File: src/rtl/mac_feeder.sv
// rtl/mac_feeder.sv - streams K*K pixel/weight float pairs from local buffers into a MAC PE.
// Optional PE sum capture register and ports: define MAC_FEEDER_CAPTURE_EN.
module mac_feeder #(
   parameter int DATA_WIDTH = 32,
   parameter int K          = 5,
   parameter int ADDR_WIDTH = 5
) (
   input  logic                  clk,
   input  logic                  reset,
   input  logic                  start,
   input  logic                  wr_en,
   input  logic                  wr_sel,
   input  logic [ADDR_WIDTH-1:0] wr_addr,
   input  logic [DATA_WIDTH-1:0] wr_data,
`ifdef MAC_FEEDER_CAPTURE_EN
   input  logic [DATA_WIDTH-1:0] pe_result,
   output logic [DATA_WIDTH-1:0] sum_out,
`endif
   output logic [DATA_WIDTH-1:0] floatA,
   output logic [DATA_WIDTH-1:0] floatB,
   output logic                  pe_reset,
   output logic                  busy,
   output logic                  done
);

   localparam int KK = K * K;
   localparam logic [ADDR_WIDTH-1:0] LAST_IDX = ADDR_WIDTH'(KK - 1);

   typedef enum logic [1:0] {S_IDLE, S_CLEAR, S_FEED, S_DONE} state_t;

   state_t                r_state;
   logic [ADDR_WIDTH-1:0] r_idx;
   logic [DATA_WIDTH-1:0] r_pix [KK];
   logic [DATA_WIDTH-1:0] r_wgt [KK];
   logic [DATA_WIDTH-1:0] r_a;
   logic [DATA_WIDTH-1:0] r_b;
   logic                  r_pe_reset;
   logic                  r_busy;
   logic                  r_done;

   logic [ADDR_WIDTH-1:0] w_next_idx;
   logic                  w_wr_ok;

   assign w_next_idx = r_idx + 1'b1;
   assign w_wr_ok    = wr_en && !r_busy && (wr_addr <= LAST_IDX);

   // Buffers are deliberately left out of reset; contents are undefined until written.
   always_ff @(posedge clk) begin
      if (w_wr_ok) begin
         if (wr_sel) r_wgt[wr_addr] <= wr_data;
         else        r_pix[wr_addr] <= wr_data;
      end
   end

   always_ff @(posedge clk or posedge reset) begin
      if (reset) begin
         r_state    <= S_IDLE;
         r_idx      <= '0;
         r_a        <= '0;
         r_b        <= '0;
         r_pe_reset <= 1'b0;
         r_busy     <= 1'b0;
         r_done     <= 1'b0;
      end else begin
         case (r_state)
            S_IDLE: begin
               if (start) begin
                  r_state    <= S_CLEAR;
                  r_pe_reset <= 1'b1;
                  r_busy     <= 1'b1;
               end
            end
            S_CLEAR: begin
               r_state    <= S_FEED;
               r_pe_reset <= 1'b0;
               r_idx      <= '0;
               r_a        <= r_pix[0];
               r_b        <= r_wgt[0];
            end
            S_FEED: begin
               if (r_idx == LAST_IDX) begin
                  r_state <= S_DONE;
                  r_a     <= '0;
                  r_b     <= '0;
                  r_busy  <= 1'b0;
                  r_done  <= 1'b1;
               end else begin
                  r_idx <= w_next_idx;
                  r_a   <= r_pix[w_next_idx];
                  r_b   <= r_wgt[w_next_idx];
               end
            end
            default: begin
               r_state <= S_IDLE;
               r_done  <= 1'b0;
            end
         endcase
      end
   end

`ifdef MAC_FEEDER_CAPTURE_EN
   logic [DATA_WIDTH-1:0] r_sum;

   // The PE holds its final sum during DONE; latch it as that cycle closes.
   always_ff @(posedge clk or posedge reset) begin
      if (reset)                  r_sum <= '0;
      else if (r_state == S_DONE) r_sum <= pe_result;
   end

   assign sum_out = r_sum;
`endif

   assign floatA   = r_a;
   assign floatB   = r_b;
   assign pe_reset = r_pe_reset;
   assign busy     = r_busy;
   assign done     = r_done;

endmodule

File: config.mk
export PLATFORM = sky130hd
export DESIGN_NAME = mac_feeder
export DESIGN_NICKNAME = d
export VERILOG_FILES = /design/src/rtl/mac_feeder.sv
export SDC_FILE = /design/constraint.sdc
export NUM_CORES = 2
export LEC_CHECK = 0
export ABC_AREA = 0
export CAP_MARGIN = 20
export CELL_PAD_IN_SITES_DETAIL_PLACEMENT = 0
export CELL_PAD_IN_SITES_GLOBAL_PLACEMENT = 2
export CORE_UTILIZATION = 30
export CTS_CLUSTER_SIZE = 40
export DETAILED_ROUTE_END_ITERATION = 7
export MAX_ROUTING_LAYER = met4
export PLACE_DENSITY = 0.53
export SETUP_SLACK_MARGIN = 0.4
export SLEW_MARGIN = 20
export SYNTH_ARGS = -nofsm -noshare
export SYNTH_HDL_FRONTEND = slang
export SYNTH_SLANG_ARGS = --single-unit
File: constraint.sdc
create_clock -name clk -period 5.5 [get_ports clk]
set_clock_uncertainty 0.1 [all_clocks]
set_input_delay 1.1 -clock clk [delete_from_list [all_inputs] [get_ports clk]]
set_output_delay 1.1 -clock clk [all_outputs]
set_load 0.05 [all_outputs]
-- After elaboration in Yosys (flattened, before gate mapping)
Memories as Yosys holds them, arrays and structs flattened.
Cells that the tools add are included.
- output and inout port bits: 67
- input bits: 42
- memories kept: 2
- bits in writable memories: 1600
- register bits after elaboration: 74
- eq/ne operators: 6
- multiplexer cells: 21
- $lt $le $gt $ge: 1
- reductions and logical operators: 13
- add/subtract/negate cells: 1
- bitwise gates (word level): 1
- memory list (memory ; depth ; bits a word ; read ports ; clocked after memory_dff ; write ports ; RTL line ; RTL):
    r_pix ; 25 ; 32 ; 2 ; 0 ; 1 ; 33 ; logic [DATA_WIDTH-1:0] r_pix [KK];
    r_wgt ; 25 ; 32 ; 2 ; 0 ; 1 ; 34 ; logic [DATA_WIDTH-1:0] r_wgt [KK];
- operator list (kind ; number):
    case mux 32 bit (2 select lines) ; 2
    2-to-1 mux 32 bit ; 2
    case mux 5 bit (2 select lines) ; 1
    2-to-1 mux 1 bit ; 9
    AND reduction 2 bit ; 4
    != test 2 bit (second input constant) ; 3
    case mux 1 bit (2 select lines) ; 3
    case mux 2 bit (3 select lines) ; 1
    nonzero test 2 bit ; 3
    adder 5 x 1 -> 5 bit (second input constant) ; 1
    equality test 5 bit (second input constant) ; 1
    <= comparator 5 bit (second input constant) ; 1
    2-to-1 mux 5 bit ; 1
    2-to-1 mux 2 bit ; 2
    AND reduction 3 bit ; 1
    equality test 2 x 1 -> 1 bit (second input constant) ; 1
    equality test 2 bit (second input constant) ; 1
    logical AND 1 bit ; 2
    zero test 2 bit ; 1
    OR reduction 2 bit ; 1
    zero test 1 bit ; 1
    NOT 1 bit ; 1

-- Depth between registers and ports, before layout
- depth after elaboration: 5
- mapped depth: 12
- gate-level depth less buffers: 7

-- Least setup slack after synthesis
No wires, ideal clock.
- path kind: input-to-reg
- from: in wr_sel
- to: mem r_pix[0][0] (enable)
- stages: 4
- data required time: 4.939 ns
- slack: 0.827 ns
- setup time: 0.461 ns
- arrival: 4.112 ns
- cells stage by stage: nor3b_1 -> nand2_1 -> or2_2 -> nor3_1
- longest elaborated chain between the ends: 3
- RTL lines (element ; RTL line ; RTL):
    from (decl) ; 12 ; input logic wr_sel,
    2-to-1 mux 1 bit ; 50 ; if (wr_sel) r_wgt[wr_addr] <= wr_data;
    2-to-1 mux 1 bit ; 49 ; if (w_wr_ok) begin
    2-to-1 mux 1 bit (not written as such) ; 51 ; else r_pix[wr_addr] <= wr_data;
    to (decl) ; 33 ;
Every way passes these cells.

-- Final worst setup path
- from: reg r_idx[0]
- to: reg r_a[1] (netlist: floatA[1])
- longest elaborated chain between the ends: 4
- elaborated cells between the ends (all ways): 5
- those cells by class: 1 x add/sub; 1 x eq/ne; 2 x mux; 1 x memory
- RTL lines (element ; RTL line ; RTL):
    from (decl) ; 32 ; logic [ADDR_WIDTH-1:0] r_idx;
    from (signal assigned) ; 88 ; r_idx <= w_next_idx;
    adder 5 x 1 -> 5 bit ; 44 ; assign w_next_idx = r_idx + 1'b1;
    memory read (25 x 32 bit) ; -- ;
    2-to-1 mux 32 bit * ; 81 ; if (r_idx == LAST_IDX) begin
    case mux 32 bit (2 select lines) * ; 65 ; case (r_state)
    to (signal assigned) ; 77 ; r_a <= r_pix[0];
    to (signal assigned) ; 89 ; r_a <= r_pix[w_next_idx];
    to (decl) ; 35 ; logic [DATA_WIDTH-1:0] r_a;
Every way passes the cells marked *; elsewhere a longest branch is shown, timed or not.
A chain may end at the register's enable or synchronous reset.

==> run metrics <==
Rel. slew slack=0.257; clk buf depth=3; global-route wire length before repair=272000 um; CTS tree=yes; FMAX=255 MHz; TritonCTS buffer count=179; worst hold path type=reg2reg; CTS resizes=0; commonest non-fill, non-tap cells in the layout=edfxtp_1, nand2_1, mux2i_1, mux4_2, clkbuf_16; Slew @ Worst Pin=1110 ps; Crit path required time=6070 ps; synth warn=0; Cell variety after synth=52; largest net degree at the start of global routing=104; final hold vios=0; post-route antenna net violation count=0; post-DR vias/cell=4.97; Max rail drop VDD=0.373 mV; TNS Setup=0 ps; gr ovfl total=0; Critical Path Max Stage Delay=700 ps; commonest non-fill, non-tap cell in the layout=edfxtp_1; Site Rows=170; # port buffers=108; io pins=109; drt initial violations=2909; Post-synth ARST share=0.0442; Critical Path Slowest Stage Cell=dfrtp_4; Pleak=23.6 nW; Die Y=466 um; Synth Instances=3507; CTS root buffer=clkbuf_16; postcts setup bufs=0; Worst-Skew Late Latency=820 ps; # H-tree levels=4; Placer Congestion=0.741; Die Area=218000 um2; Syn Area/Cell=18.5 um2; drt total wl=193000 um; width of the die=466 um; Synth area leaders=edfxtp_1, mux4_2, mux2i_1; post-synth top area share=0.742; Setup WS post-layout=1580 ps; Area Overhead vs Synth=17.2%; synthesized area=64700 um2; Worst Path Class, Setup=reg2reg; routed len/inst=28.6 um; leading area contributor after synthesis=edfxtp_1; Final #Nets=3798; ys flop type=edfxtp_1; CP Max Fanout=29; dpl ws=1010 ps; Tcrit/Tclk final=0.712; CP Capture Type=flip-flop; Critical Path AT=4490 ps; Sink Count=1674; crit-path cells=buf_4 > buf_4 > mux4_2 > nor2_1 > a221oi_1 > a22oi_1 > a31oi_1; Seq/Total Area, Yosys=0.771; core area=214000 um2; Initial Util=0.302; Post-synth EDFFs=1600; first drt pass iteration count=8; initial antenna violation count=16; maxcap violations=0; status=complete, no violations; share of cells above drive strength 1=0.213; vias in the first global route=34266; hold_buf cts=0; Reg clk slew, reported paths=60 ps; final slew viol count=0; Yosys reg bits=1674; minimum clock period=3920 ps; final setup vio count=0; CP dominant cell by count=buf_4; DPL Wire Length=108000 um; pwr/cell area=508 nW/um2; routed vias=33556; CP startpoint kind=flip-flop; RSZ-0062 raised after global routing=false; total track usage=0.182; post-synth net total=3555; residual DRC count=0
-- per-stage QoR --
stage | power (W) | cells | instance area [um2] | util | hold WS [ps]
finish | 0.0385 | 6749 | 75800 | 0.354 | 434
global route | 0.0402 | 6745 | 75800 | 0.354 | 450
CTS | 0.0391 | 6739 | 75800 | 0.354 | 433
detailed placement | 0.0274 | 6407 | 70200 | 0.327 | 403
global placement | 0.0274 | 6406 | 70200 | 0.327 | 427
floorplan | 0.0223 | 3507 | 64700 | - | 416
-- cells by family (layout without fill, tap and decap cells) --
| logic type | count (synthesis) | in the layout | share of synthesized area |
|---|---|---|---|
| multiplexers | 448 | 448 | 0.108 |
| flip-flops | 1674 | 1674 | 0.771 |
| XOR/XNOR | 3 | 3 | 0.000696 |
| AND/OR/NAND/NOR | 810 | 810 | 0.0536 |
| AO/OA/AOI/OAI | 341 | 341 | 0.0477 |
| other | 0 | 10 | 0 |
| buffers and inverters | 225 | 619 | 0.0182 |
| adder cells (fa/ha/maj) | 6 | 6 | 0.00116 |
-- worst max-delay path, delay by kind of cell, from the launching register on --
kind / cells / cell delay, ps
AO/OA/AOI/OAI: 3 / 880
buffers and inverters: 2 / 1070
flip-flops: 1 / 700
multiplexers: 1 / 620
AND/OR/NAND/NOR: 1 / 310
-- path summary, 6_finish.rpt --
| check | slack (ps) | from | end | depth (start not counted) |
|---|---|---|---|---|
| worst min register to register | 430 | done$_DFFE_PP0P_ | done$_DFFE_PP0P_ | 1 |
| min in group asynchronous | 560 | reset | done$_DFFE_PP0P_ | 2 |
| max in group asynchronous | 3780 | reset | floatA[6]$_DFFE_PP0P_ | 3 |
| worst min-delay path | 430 | done$_DFFE_PP0P_ | done$_DFFE_PP0P_ | 1 |
| worst max register to register | 1580 | r_idx[0]$_DFFE_PP0P_ | floatA[1]$_DFFE_PP0P_ | 7 |
| worst max-delay path | 1580 | r_idx[0]$_DFFE_PP0P_ | floatA[1]$_DFFE_PP0P_ | 7 |
-- power by group --
group	total, W	switching, W	internal [W]
clock network	0.0117	0.00501	0.00666
registers	0.0147	0.000415	0.0143
logic	0.0122	0.00779	0.00441
total	0.0385	0.0132	0.0253
-- cell type report --
cell class	instances	area [um2]
Tap cell	2838	3550
Multi-Input combinational cell	1608	14100
Clock inverter	91	747
Inverter	8	37.5
Clock buffer	241	4860
Timing Repair Buffer	279	2610
Antenna cell	10	25.0
Fill cell	20141	139000
Sequential cell	1674	49900
-- state kept, by name, indices dropped and copies added, names as in the netlist --
register	count
r_wgt	800
floatA	32
pe_reset	1
busy	1
done	1
r_state	2
floatB	32
r_idx	5
r_pix	800
-- Yosys cell counts, drive strengths merged (3+ instances only) --
cell type     n
clkbuf       94
ha            6
mux2i       192
and2          3
nor3          5
dfrtp        74
edfxtp     1600
inv           8
a32oi        64
a21oi         3
nand2       397
nor2        185
a31oi        66
nand3       131
mux2         64
buf         123
mux4        192
nor3b         3
or2           4
a221oi      128
nor2b         3
nand4        67
a22oi        64
o21ai         7
-- routing by layer --
layer  vias to the layer above  track usage  share of wire
li1                      14653            -              -
met1                     17948        0.264           0.49
met2                       726        0.269           0.45
met3                       229       0.0274          0.044
met4                         0       0.0436          0.020
met5                         -            -              0
No activity file was read; power rests on OpenSTA's default activity.
